<file path="src/rtl/sum_accumulator_if.sv">
// Handshake bundle between an operand/result producer-consumer and the
// sum accumulator. The master side drives operands and takes results,
// the slave side is the accumulator itself.
interface sum_accumulator_if #(
    parameter int WIDTH = 6
);
    logic             start;
    logic             in_valid;
    logic [WIDTH-1:0] in_data;
    logic             in_ready;
    logic             out_valid;
    logic             out_ready;
    logic [WIDTH-1:0] out_sum;
    logic             out_overflow;
    logic             busy;

    // Driver/consumer side of the accumulator
    modport master (
        output start,
        output in_valid,
        output in_data,
        output out_ready,
        input  in_ready,
        input  out_valid,
        input  out_sum,
        input  out_overflow,
        input  busy
    );

    // Accumulator side
    modport slave (
        input  start,
        input  in_valid,
        input  in_data,
        input  out_ready,
        output in_ready,
        output out_valid,
        output out_sum,
        output out_overflow,
        output busy
    );
endinterface

</file>
<file path="src/rtl/sum_accumulator.sv">
// Multi-operand summing stage: adds COUNT operands into a running WIDTH-bit
// accumulator through a ripple chain of full-adder cells, then presents the
// total and a sticky overflow flag on a registered valid/ready result port.
module sum_accumulator #(
    parameter int WIDTH = 6,
    parameter int COUNT = 4
) (
    input logic               clk,
    input logic               rst,
    sum_accumulator_if.slave  bus
);

    localparam logic [1:0] IDLE  = 2'd0;
    localparam logic [1:0] ACCUM = 2'd1;
    localparam logic [1:0] DONE  = 2'd2;

    localparam logic [3:0] LAST_CNT = 4'(COUNT - 1);

    logic [1:0]       state_q, state_d;
    logic [WIDTH-1:0] acc_q, acc_d;
    logic             ovf_q, ovf_d;
    logic [3:0]       cnt_q, cnt_d;
    logic [WIDTH-1:0] sumOut_q, sumOut_d;
    logic             ovfOut_q, ovfOut_d;

    logic [WIDTH:0]   carry;
    logic [WIDTH-1:0] sumBits;
    logic             ovfNext;

    // Ripple chain of full-adder cells: acc + in_data with carry-in tied low,
    // the final carry-out reports that the true sum left the WIDTH-bit range.
    assign carry[0] = 1'b0;
    for (genvar g = 0; g < WIDTH; g++) begin : g_fullAdder
        assign sumBits[g]   = acc_q[g] ^ bus.in_data[g] ^ carry[g];
        assign carry[g + 1] = (acc_q[g] & bus.in_data[g])
                            | (carry[g] & (acc_q[g] ^ bus.in_data[g]));
    end

    assign ovfNext = ovf_q | carry[WIDTH];

    // Next-state logic: start clears the batch in IDLE, every accepted operand
    // is folded into acc, and the COUNT-th one also snapshots the result into
    // the output registers so they hold it through DONE and the following IDLE.
    always_comb begin
        state_d  = state_q;
        acc_d    = acc_q;
        ovf_d    = ovf_q;
        cnt_d    = cnt_q;
        sumOut_d = sumOut_q;
        ovfOut_d = ovfOut_q;
        case (state_q)
            IDLE: begin
                if (bus.start) begin
                    state_d = ACCUM;
                    acc_d   = '0;
                    ovf_d   = 1'b0;
                    cnt_d   = '0;
                end
            end
            ACCUM: begin
                if (bus.in_valid) begin
                    acc_d = sumBits;
                    ovf_d = ovfNext;
                    cnt_d = cnt_q + 4'd1;
                    if (cnt_q == LAST_CNT) begin
                        state_d  = DONE;
                        sumOut_d = sumBits;
                        ovfOut_d = ovfNext;
                    end
                end
            end
            DONE: begin
                if (bus.out_ready) begin
                    state_d = IDLE;
                end
            end
            default: begin
                state_d = IDLE;
            end
        endcase
    end

    // State and datapath registers; reset forces everything, including the
    // held result, back to zero at once.
    always_ff @(posedge clk or posedge rst) begin
        if (rst) begin
            state_q  <= IDLE;
            acc_q    <= '0;
            ovf_q    <= 1'b0;
            cnt_q    <= '0;
            sumOut_q <= '0;
            ovfOut_q <= 1'b0;
        end else begin
            state_q  <= state_d;
            acc_q    <= acc_d;
            ovf_q    <= ovf_d;
            cnt_q    <= cnt_d;
            sumOut_q <= sumOut_d;
            ovfOut_q <= ovfOut_d;
        end
    end

    assign bus.in_ready     = (state_q == ACCUM);
    assign bus.out_valid    = (state_q == DONE);
    assign bus.busy         = (state_q == ACCUM) || (state_q == DONE);
    assign bus.out_sum      = sumOut_q;
    assign bus.out_overflow = ovfOut_q;

endmodule

</file>
<file path="src/flat_wrapper.sv">
// flat-port wrapper written by rule: the top's interface ports become plain ports
module sum_accumulator_flat 
#(
    parameter int WIDTH = 6,
    parameter int COUNT = 4
)
  (clk, rst, bus_start, bus_in_valid, bus_in_data, bus_out_ready, bus_in_ready, bus_out_valid, bus_out_sum, bus_out_overflow, bus_busy);
  sum_accumulator_if #(.WIDTH(WIDTH)) bus_i ();
  input logic clk;
  input logic rst;
  input wire logic [$bits(bus_i.start)-1:0] bus_start;
  input wire logic [$bits(bus_i.in_valid)-1:0] bus_in_valid;
  input wire logic [$bits(bus_i.in_data)-1:0] bus_in_data;
  input wire logic [$bits(bus_i.out_ready)-1:0] bus_out_ready;
  output wire logic [$bits(bus_i.in_ready)-1:0] bus_in_ready;
  output wire logic [$bits(bus_i.out_valid)-1:0] bus_out_valid;
  output wire logic [$bits(bus_i.out_sum)-1:0] bus_out_sum;
  output wire logic [$bits(bus_i.out_overflow)-1:0] bus_out_overflow;
  output wire logic [$bits(bus_i.busy)-1:0] bus_busy;
  assign bus_i.start = bus_start;
  assign bus_i.in_valid = bus_in_valid;
  assign bus_i.in_data = bus_in_data;
  assign bus_i.out_ready = bus_out_ready;
  assign bus_in_ready = bus_i.in_ready;
  assign bus_out_valid = bus_i.out_valid;
  assign bus_out_sum = bus_i.out_sum;
  assign bus_out_overflow = bus_i.out_overflow;
  assign bus_busy = bus_i.busy;
  sum_accumulator #(.WIDTH(WIDTH), .COUNT(COUNT)) u_core (.clk(clk), .rst(rst), .bus(bus_i));
endmodule
</file>
<file path="config.mk">
export PLATFORM = sky130hd
export DESIGN_NAME = sum_accumulator_flat
export DESIGN_NICKNAME = d
export VERILOG_FILES = /design/src/rtl/sum_accumulator_if.sv /design/src/rtl/sum_accumulator.sv /design/src/flat_wrapper.sv
export SDC_FILE = /design/constraint.sdc
export NUM_CORES = 1
export LEC_CHECK = 0
export BUFFER_PORTS_ARGS = -buffer_cell sky130_fd_sc_hd__buf_2
export CAP_MARGIN = 40
export CORE_MARGIN = 5
export CORE_UTILIZATION = 58
export CTS_CLUSTER_SIZE = 16
export DETAILED_ROUTE_END_ITERATION = 7
export GPL_TIMING_DRIVEN = 0
export PLACE_DENSITY = 0.8
export SETUP_SLACK_MARGIN = 0.3
export SYNTH_ARGS = -nofsm -noshare
export SYNTH_HDL_FRONTEND = slang
export SYNTH_SLANG_ARGS = --single-unit
</file>
<file path="constraint.sdc">
create_clock -name clk -period 5.75 [get_ports clk]
set_input_delay 0.2875 -clock clk [delete_from_list [all_inputs] [get_ports clk]]
set_output_delay 0.2875 -clock clk [all_outputs]
set_load 0.005 [all_outputs]
</file>
==> metrics.md <==
| Metric | Value |
|---|---|
| Clk_skew | 0.006927 ns |
| Total core area | 0.001902 mm² |
| Worst-Skew Late Latency | 0.30 ns |
| Gp weighted congestion | 0.7532 |
| Rows | 16 |
| Ports | 21 |
| HPWL after DPL | 1551 µm |
| DRT iter0 DRCs | 19 |
| Vert. Die Dim | 54.11 µm |
| Antenna Nets Post-Route | 0 |
| Initial antenna violation count | 0 |
| Slew @ Worst Pin | 0.7677 ns |
| Die Area | 0.002928 mm² |
| Place WS | 2.918 ns |
| PortBufs | 19 |
| Setup violators final | 0 |
| CP Data Required Time | 5.95 ns |
| Via/cell ratio | 5.325 |
| Syn Nets | 131 |
| Post-CTS Setup Inserts | 0 |
| Worst hold slack | 0.1048 ns |
| Slew Limit Fails | 0 |
| Vias | 852 |
| PnR worst setup slack | 2.930 ns |
| Final count of hold timing violations | 0 |
| Mux cell area share after synthesis | 4.213% |
| Vias in the first global route | 779 |
| H-tree depth | 1 |
| Netlist cell types | 26 |
| Max Cap Violations | 0 |
| Post-route DRC | 0 |
| Post-Route WL | 2036 µm |
| Routed length per instance | 12.73 µm |
| Post-CTS sizing | 0 |
| Num CTS Buffers | 3 |
| Setup TNS | 0 ns |
| Total track usage | 16.51% |
| Crit path DAT | 3.02 ns |
| Peak supply drop | 379.9 µV |
| TritonCTS clock tree | yes |
| Unrepaired setup endpoints after global routing | false |
| Share of post-route cells with drive strength above 1 | 26.32% |
| Antenna diodes | 0 |
| Crit start category | flop |
| Static leakage | 0.6506 nW |
| Main area contributors after synthesis | dfrtp_1, fa_1, ha_1, a22o_1, inv_1 |
| Max_slew headroom | 48.76% |
| Largest net degree at the start of global routing | 21 |
| FF-to-FF Start | u_core.acc_q[0] |
| Largest family of logic cells by synthesized area | compound AO/OA/AOI/OAI gates |
| XOR/XNOR share of the synthesized area | 0% |
| Seq cells post-synth | 20 |
| Netlist area before placement | 0.001129 mm² |
| Fmax | 354.6 MHz |
| Clk buf depth | 2 |
| Synth Area in Compound Gates | 18.85% |
| CTS Sinks | 20 |
| CP max FO | 3 |
| Synth Instances | 110 |
| Fin cells | 160 |
| Die X | 54.11 µm |
| Placed Cells | 156 |
| TritonRoute pass-1 iters | 4 |
| Starting density of the core | 59.34% |
| Syn avg cell area | 10.26 µm² |
| Period utilisation layout | 49.05% |
| Net count, final | 155 |
| Reg2Reg Setup Slack | 2.93 ns |
| Synth Area in Adders | 14.41% |
| Final Cell Area | 0.001294 mm² |
| R2r endpoint | u_core.acc_q[5] |
| Worst setup EP type | flop |
| CP Class | flop to flop |
| Cell area after placement | 0.001257 mm² |
| Synth Area in Simple Gates | 10.20% |
| Cts hold-fix bufs | 0 |
| P&R area growth vs syn | 14.63% |
| First-pass GRT wire length | 3408 µm |
| Outcome | complete, no violations |
| Synth area leader | dfrtp_1 |
| Sequential-to-total area share from yosys stat | 44.35% |
| PD cells | 474.8 mW/mm² |
| Filler instances | 148 |
| HP Class | input pin to async pin |
| CTS Root Cell | clkbuf_4 |
| Grt total ovfl | 0 |
| Clock-pin slew on the worst setup and hold paths | 0.11 ns |
| Post-synth top area share | 44.35% |
| Ys Warns | 0 |
| Worst Reg-to-Reg Cells | 11 |
| Tmin final | 2.820 ns |
## layer usage
layer  global-route usage (%)  wire length [µm]
met2                    26.01               976
met4                    7.469                 7
met3                    3.047               138
met5                        0                 0
met1                    22.01               912
## Yosys cell counts
cell,instances
fa_1,5
a21oi_2,1
nand2_1,13
mux2_4,1
dfrtp_1,20
o22a_1,2
inv_1,15
inv_2,1
buf_4,2
nor2b_1,4
nand3_1,1
nand4_1,2
a31oi_1,3
o22ai_1,4
o21ai_0,10
mux2_2,2
a22o_1,7
buf_2,2
ha_1,5
clkbuf_2,1
nor2_1,3
a21boi_0,1
nand2b_1,2
o21ai_2,1
o221ai_2,1
mux2i_1,1
## report_power, final
| part | switching (mW) | leakage, nW | total, mW | internal [mW] |
|---|---|---|---|---|
| logic | 0.162 | 0.365 | 0.303 | 0.141 |
| registers | 0.0361 | 0.264 | 0.231 | 0.195 |
| clock network | 0.0418 | 0.0210 | 0.0804 | 0.0386 |
| total | 0.239 | 0.651 | 0.614 | 0.375 |
## layout make-up
class | instances | area, µm² | area share, %
plain buffers | 5 | 30.03 | 2.321
flip-flops and latches | 20 | 500.5 | 38.68
multi-input cells | 69 | 538.0 | 41.59
well taps | 27 | 33.78 | 2.611
clock buffers | 4 | 36.28 | 2.805
repair buffers | 19 | 95.09 | 7.350
inverters | 16 | 60.06 | 4.642
## flip-flops by register name, summed over array words and instances (netlist names)
name / flops
u_core.acc_q: 6
u_core.state_q: 2
u_core.ovf_q: 1
u_core.cnt_q: 4
u_core.bus.out_overflow: 1
u_core.bus.out_sum: 6
## cells by family after synthesis
family,count (synthesis)
AO/OA/AOI/OAI,30
AND/OR/NAND/NOR,25
buffers and inverters,21
flip-flops,20
adder cells (fa/ha/maj),10
multiplexers,4
## how the worst max path moves through the flow
| stage | from | endpoint | slack [ns] | cells past startpoint |
|---|---|---|---|---|
| 2_1_floorplan | u_core.acc_q[0] | u_core.acc_q[5] | 3.05 | 11 |
| 3_3_place_gp | bus_in_data[0] | u_core.acc_q[5] | 2.93 | 12 |
| 3_5_place_dp | bus_in_data[0] | u_core.acc_q[5] | 2.92 | 12 |
| 4_1_cts | u_core.acc_q[0] | u_core.acc_q[5] | 2.91 | 11 |
| 5_1_grt | u_core.acc_q[0] | u_core.acc_q[5] | 2.80 | 11 |
| 6_report | u_core.acc_q[0] | u_core.acc_q[5] | 2.93 | 11 |
## cells in the final DEF (no fill, tap or decap)
master	instances
o21ai_2	1
nand3_1	1
nor2_1	3
clkbuf_4	3
a21oi_2	1
a22o_1	7
inv_1	15
o22a_1	2
clkbuf_2	1
a21boi_0	1
nor2b_1	4
mux2_4	1
nand2b_1	2
buf_4	2
o221ai_2	1
nand2_1	13
inv_2	1
o21ai_0	10
o22ai_1	4
clkbuf_8	1
nand4_1	2
mux2i_1	1
mux2_2	2
ha_1	5
buf_2	21
dfrtp_1	20
fa_1	5
a31oi_1	3
## critical path, cell delays in order (launching register included)
cell and delay [ns]:
dfrtp_1 0.38, ha_1 0.15, inv_1 0.04, fa_1 0.38, fa_1 0.37, inv_1 0.07, fa_1 0.15, inv_1 0.05
fa_1 0.37, fa_1 0.51, o22ai_1 0.07, a22o_1 0.19
## through the flow
| step | util [%] | power [mW] |
|---|---|---|
| floorplan | - | 0.4519 |
| global placement | 66.12 | 0.5301 |
| detailed placement | 66.12 | 0.5415 |
| CTS | 68.03 | 0.6233 |
| global route | 68.03 | 0.6762 |
| finish | 68.03 | 0.6143 |
Note: power is estimated with default switching activity, not from simulation.
